==> src/rtl/rotation_pkg.sv <==
// Shared types and default constants for the rotation synchronizer slice.
package rotation_pkg;

   typedef enum logic [1:0] {
      UNLOCKED = 2'd0,
      ARMED    = 2'd1,
      LOCKED   = 2'd2
   } rot_state_t;

   localparam int DEF_NB_SLICES     = 128;
   localparam int DEF_COUNTER_WIDTH = 32;
   localparam int DEF_MIN_PERIOD    = 66_000;
   localparam int DEF_TIMEOUT       = 66_000_000;

endpackage

==> src/rtl/hall_edge_detect.sv <==
// Two-flop synchronizer on the raw hall pin plus a registered falling-edge
// detector; o_hall_event is high for exactly one cycle per magnet arrival.
module hall_edge_detect (
   input  logic clk,
   input  logic nrst,
   input  logic i_hall_sensor,
   output logic o_hall_event
);

   logic r_sync1;
   logic r_sync2;
   logic r_sync3;
   logic r_event;

   // Idle level of the sensor is high, so the chain resets to 1 to avoid a false edge.
   always_ff @(posedge clk or negedge nrst) begin
      if (!nrst) begin
         r_sync1 <= 1'b1;
         r_sync2 <= 1'b1;
         r_sync3 <= 1'b1;
         r_event <= 1'b0;
      end else begin
         r_sync1 <= i_hall_sensor;
         r_sync2 <= r_sync1;
         r_sync3 <= r_sync2;
         r_event <= r_sync3 & ~r_sync2;
      end
   end

   assign o_hall_event = r_event;

endmodule

==> src/rtl/rotation_sync.sv <==
// Measures the hall-sensor revolution period and slices each revolution into
// NB_SLICES equal parts; position_sync feeds driver_controller and column_mux.
module rotation_sync
   import rotation_pkg::*;
#(
   parameter int NB_SLICES     = DEF_NB_SLICES,
   parameter int COUNTER_WIDTH = DEF_COUNTER_WIDTH,
   parameter int MIN_PERIOD    = DEF_MIN_PERIOD,
   parameter int TIMEOUT       = DEF_TIMEOUT
) (
   input  logic                         clk,
   input  logic                         nrst,
   input  logic                         hall_sensor,
   output logic                         position_sync,
   output logic [$clog2(NB_SLICES)-1:0] slice_cnt,
   output logic [COUNTER_WIDTH-1:0]     rotation_period,
   output logic                         locked
);

   localparam int SLICE_W = $clog2(NB_SLICES);
   localparam logic [COUNTER_WIDTH-1:0] C_MIN_PERIOD = COUNTER_WIDTH'(MIN_PERIOD);
   localparam logic [COUNTER_WIDTH-1:0] C_TIMEOUT    = COUNTER_WIDTH'(TIMEOUT);
   localparam logic [COUNTER_WIDTH-1:0] C_ONE        = COUNTER_WIDTH'(1);
   localparam logic [SLICE_W-1:0]       C_SLICE_MAX  = SLICE_W'(NB_SLICES - 1);
   localparam logic [SLICE_W-1:0]       C_SLICE_ONE  = SLICE_W'(1);

   rot_state_t               r_state;
   logic [COUNTER_WIDTH-1:0] r_period_cnt;
   logic [COUNTER_WIDTH-1:0] r_slice_timer;
   logic [COUNTER_WIDTH-1:0] r_rotation_period;
   logic [SLICE_W-1:0]       r_slice_cnt;
   logic                     r_position_sync;
   logic                     r_locked;

   logic                     w_hall_event;
   logic [COUNTER_WIDTH-1:0] w_cnt_inc;
   logic [COUNTER_WIDTH-1:0] w_slice_period;
   logic                     w_timeout;
   logic                     w_accept;
   logic                     w_resync;
   logic                     w_slice_wrap;

   hall_edge_detect u_hall_edge_detect (
      .clk           (clk),
      .nrst          (nrst),
      .i_hall_sensor (hall_sensor),
      .o_hall_event  (w_hall_event)
   );

   // Events closer than MIN_PERIOD are treated as sensor glitches once a period is being tracked.
   assign w_cnt_inc      = r_period_cnt + C_ONE;
   assign w_timeout      = (r_period_cnt == C_TIMEOUT);
   assign w_accept       = w_hall_event && ((r_state == UNLOCKED) || (w_cnt_inc >= C_MIN_PERIOD));
   assign w_resync       = w_accept && !w_timeout && (r_state != UNLOCKED);
   assign w_slice_period = r_rotation_period >> SLICE_W;
   assign w_slice_wrap   = (r_slice_timer == (w_slice_period - C_ONE));

   always_ff @(posedge clk or negedge nrst) begin
      if (!nrst) begin
         r_period_cnt <= '0;
      end else if (w_accept) begin
         r_period_cnt <= '0;
      end else if (!w_timeout) begin
         r_period_cnt <= w_cnt_inc;
      end
   end

   // A timeout wins over the FSM; an event in that same cycle just re-arms.
   always_ff @(posedge clk or negedge nrst) begin
      if (!nrst) begin
         r_state <= UNLOCKED;
      end else if (w_timeout) begin
         r_state <= w_accept ? ARMED : UNLOCKED;
      end else if (w_accept) begin
         case (r_state)
            UNLOCKED: r_state <= ARMED;
            default:  r_state <= LOCKED;
         endcase
      end
   end

   always_ff @(posedge clk or negedge nrst) begin
      if (!nrst) begin
         r_rotation_period <= '0;
      end else if (w_resync) begin
         r_rotation_period <= w_cnt_inc;
      end
   end

   // Resync has priority over a coincident slice wrap; slice_cnt parks at the last slice.
   always_ff @(posedge clk or negedge nrst) begin
      if (!nrst) begin
         r_slice_timer   <= '0;
         r_slice_cnt     <= '0;
         r_position_sync <= 1'b0;
         r_locked        <= 1'b0;
      end else if (w_resync) begin
         r_slice_timer   <= '0;
         r_slice_cnt     <= '0;
         r_position_sync <= 1'b1;
         r_locked        <= 1'b1;
      end else if (w_timeout || (r_state != LOCKED)) begin
         r_slice_timer   <= '0;
         r_slice_cnt     <= '0;
         r_position_sync <= 1'b0;
         r_locked        <= 1'b0;
      end else begin
         r_position_sync <= 1'b0;
         if (w_slice_wrap) begin
            r_slice_timer <= '0;
            if (r_slice_cnt != C_SLICE_MAX) begin
               r_slice_cnt     <= r_slice_cnt + C_SLICE_ONE;
               r_position_sync <= 1'b1;
            end
         end else begin
            r_slice_timer <= r_slice_timer + C_ONE;
         end
      end
   end

   assign position_sync   = r_position_sync;
   assign slice_cnt       = r_slice_cnt;
   assign rotation_period = r_rotation_period;
   assign locked          = r_locked;

endmodule
==> config.mk <==
export PLATFORM = sky130hd
export DESIGN_NAME = rotation_sync
export DESIGN_NICKNAME = d
export VERILOG_FILES = /design/src/rtl/rotation_pkg.sv /design/src/rtl/hall_edge_detect.sv /design/src/rtl/rotation_sync.sv
export SDC_FILE = /design/constraint.sdc
export NUM_CORES = 1
export LEC_CHECK = 0
export ABC_AREA = 1
export BUFFER_PORTS_ARGS = -buffer_cell sky130_fd_sc_hd__buf_2
export CAP_MARGIN = 0
export CORE_MARGIN = 2
export CORE_UTILIZATION = 30
export DETAILED_ROUTE_END_ITERATION = 6
export PLACE_DENSITY_LB_ADDON = 0.25
export SYNTH_ARGS = -nofsm -noshare
export SYNTH_HDL_FRONTEND = slang
export SYNTH_SLANG_ARGS = --single-unit
==> constraint.sdc <==
create_clock -name clk -period 4.9 [get_ports clk]
set_input_delay 0.49 -clock clk [delete_from_list [all_inputs] [get_ports clk]]
set_output_delay 0.49 -clock clk [all_outputs]
set_load 0.05 [all_outputs]
==> metrics.md <==
| Metric | Value |
|---|---|
| Setup TNS | 0 ns |
| DRT Pass-1 Iters | 4 |
| Hold Violations, Final | 0 |
| Share of layout cells above drive strength 1 | about an eighth |
| Gr ovfl total | 0 |
| Reg-to-reg startpoint | rotation_period[7] |
| PostCTS Resize Cnt | 0 |
| First-pass GRT wire length | about 31000 um |
| DP HPWL | ~14000 um |
| H-Tree Level Count | 3 |
| Clk Latency, worst-skew pair | 0.37 ns |
| Gr usage total | 16.29% |
| # setup viols final | 0 |
| Drc violations | 0 |
| Syn nets | about 1000 |
| CP Launch Point | rotation_period[7] |
| Cell area after synthesis | ~0.0070 mm2 |
| CP max stage delay | 0.53 ns |
| CP Capture Type | flop |
| Initial antenna violation count | 0 |
| CTS sink cnt | 111 |
| Crit path buf inv count | 1 |
| Chip height | ~160 um |
| Sequential share of the synthesized area | 39.53% |
| Fin nets | 1049 |
| Clock Tree Buf Depth | 2 |
| Setup repair after global routing missed its margin | false |
| Crit path time final | between 3 and 4 ns |
| Clock root buffer | clkbuf_16 |
| Row Count | 56 |
| Die width | 157.1 um |
| Detailed-route via count | 6119 |
| Clock-pin slew on the worst setup and hold paths | 0.07 ns |
| Ant. Diodes | 0 |
| CP max-delay cell | nor2_1 |
| Buffers on Ports | 43 |
| Post-Syn Instances | 999 |
| Slew margin rel. | 32.61% |
| Startpoint types | flop |
| Lkg Pwr | around 3.7 nW |
| MaxCap Viol Count | 0 |
| Max Slew Vio Count | 0 |
| CTS tree | done |
| CTS Hold Bufs | 0 |
| Synth Register Bits | 111 |
| Avg Synthesized Cell Area | just over 7 um2 |
| Die area | approximately 0.025 mm2 |
| Yosys cell types | 31 |
| Drt via density | approximately 4.5 |
| Hold Startpoint | hall_sensor |
| Slew @ Worst Pin | between 1 and 1.5 ns |
| CTS Buf Count | 9 |
| CP Data Arrival Time | 3.57 ns |
| Routed WL | roughly 19000 um |
| Maximum vdd drop | 0.2028 mV |
| Post-CTS Setup Inserts | 0 |
| Setup slack, reg-to-reg | 1.55 ns |
| Status | finished clean |
| Area growth syn-to-layout | 11.86% |
| Vias in the first global route | ~6000 |
| Top-level port count | 44 |
| Critical Path, Cell by Cell | inv_1 > ha_1 > nand2_1 > nor2_1 > nand2_1 > nor2_1 > nand2_1 > nand2_1 > nand4_1 > nor2_1 > nand3_2 > nand2_4 > nor2_1 |
| Largest net degree at the start of global routing | ~80 |
| Initial core utilization | between 30 and 40% |
| Non-Filler Instances | 1365 |
| Kind of critical path | reg2reg |
| PwrDens | 290.9 mW/mm2 |
| Final period utilization | slightly below 70% |
| Largest fanout on the critical path | 32 |
| Data required, critical path | between 5 and 6 ns |
| CP top delay family | simple AND/OR/NAND/NOR gates |
| Hold Crit Class | in2reg |
| Initial drt markers | 294 |
| Routed len/inst | between 10 and 15 um |
| Detail Route Antenna Nets | 0 |
| Area of the core | about 0.023 mm2 |
| Fmax | approximately 300 MHz |
| Placed Instances | 1349 |
| Clock Skews | 0.01161 ns |
| Placer congestion estimate | 0.9083 |
| Warnings, synthesis | 0 |
-- kinds of logic (layout without fill, tap and decap cells) --
| kind of cell | Yosys count | in the layout | synth area share (%) |
|---|---|---|---|
| flip-flops | 111 | 111 | 39.53 |
| AO/OA/AOI/OAI | 48 | 48 | 3.646 |
| adder cells (fa/ha/maj) | 5 | 5 | 0.8892 |
| buffers and inverters | 144 | 191 | 8.323 |
| XOR/XNOR | 52 | 52 | 6.473 |
| AND/OR/NAND/NOR | 639 | 639 | 41.13 |
-- path summary, 6_finish.rpt --
| check | end | depth (start not counted) |
|---|---|---|
| worst max register to register | r_slice_timer[0] | 13 |
| min in group asynchronous | rotation_period[26] | 1 |
| worst min-delay path | u_hall_edge_detect.r_sync1 | 1 |
| worst min register to register | u_hall_edge_detect.r_sync2 | 0 |
| max in group asynchronous | r_slice_timer[0] | 2 |
| worst max-delay path | r_slice_timer[0] | 13 |
-- final cells by class --
class | count | area, um2
Timing Repair Buffer | 46 | 240.2
Inverter | 129 | 484.2
Tap cell | 319 | 399.1
Multi-Input combinational cell | 744 | 3669
Fill cell | 2557 | 15390
Clock inverter | 5 | 63.81
Sequential cell | 111 | 2781
Clock buffer | 11 | 232.7
-- cell usage in the layout (no fill, tap or decap), types with 5 or more instances in the layout --
cell type and instances:
buf_2 42, clkbuf_16 9, dfrtp_1 108, ha_1 5
inv_1 125, nand2_1 290, nand2_2 6, nand3_1 59
nand3b_1 7, nand4_1 26, nor2_1 161, nor2_2 37
nor2_4 16, nor3_1 16, nor4_1 8, o21ai_0 44
xnor2_1 12, xor2_1 40
-- Yosys cell counts --
cell type  number  area [um2]
or2_2           3       18.77
o21a_1          1       7.510
nand2_4         3       33.78
and2_1          1       6.260
o21ai_0        44       220.2
nand2_1       290        1089
xor2_1         40       350.3
buf_2           6       30.03
ha_1            5       62.56
inv_1         125       469.2
dfstp_2         3       78.83
nor3_1         16       80.08
dfrtp_1       108        2703
nand3_1        59       295.3
nand4_1        26       162.7
nand2_2         6       37.54
o21bai_1        1       7.510
buf_6           5       56.30
inv_2           4       15.01
clkbuf_1        4       15.01
nor2_1        161       604.3
xnor2_1        12       105.1
nand3_2         4       40.04
nand3b_1        7       52.55
a21oi_1         1       5.000
nor2_2         37       231.5
and2_0          1       6.260
nor2_4         16       180.2
or3_1           1       6.260
a21oi_4         1       16.27
nor4_1          8       50.05
-- state kept, by name, summed over array words and instances, names as in the netlist, 2 cells and up --
signal,flops
r_period_cnt,32
r_slice_timer,32
r_state,2
rotation_period,32
slice_cnt,7
-- through the flow --
step / cell area [um2] / utilization, % / hold WS [ns] / worst slack, ns / power, mW
2_1_floorplan: 7036 / - / 0.1944 / 2.324 / 1.431
3_3_place_gp: 7574 / 32.56 / 0.3482 / 1.603 / 1.537
3_5_place_dp: 7574 / 32.56 / 0.3475 / 1.553 / 1.539
4_1_cts: 7870 / 33.83 / 0.2068 / 1.524 / 2.327
5_1_grt: 7870 / 33.83 / 0.1983 / 1.136 / 2.413
6_report: 7870 / 33.83 / 0.2230 / 1.555 / 2.289
-- report_power, final --
part           switching (mW)  internal (mW)  total [mW]
clock                   0.369          0.405       0.774
sequential             0.0634          0.981        1.04
combinational           0.363          0.108       0.471
total                   0.796           1.49        2.29
-- metal layers --
metal	part of all wire, %	vias up	global-route usage [%]
li1	-	3186	-
met1	48	2845	21.28
met2	48	70	27.42
met3	2.4	18	3.221
met4	1.6	0	4.589
met5	0	-	0
-- worst reg2reg max path, stage by stage (launching register included) --
cell	delay, ns
dfrtp_1	0.43
inv_1	0.17
ha_1	0.25
nand2_1	0.13
nor2_1	0.53
nand2_1	0.15
nor2_1	0.22
nand2_1	0.10
nand2_1	0.09
nand4_1	0.08
nor2_1	0.27
nand3_2	0.20
nand2_4	0.47
nor2_1	0.12
(Power assumes the default switching activity.)
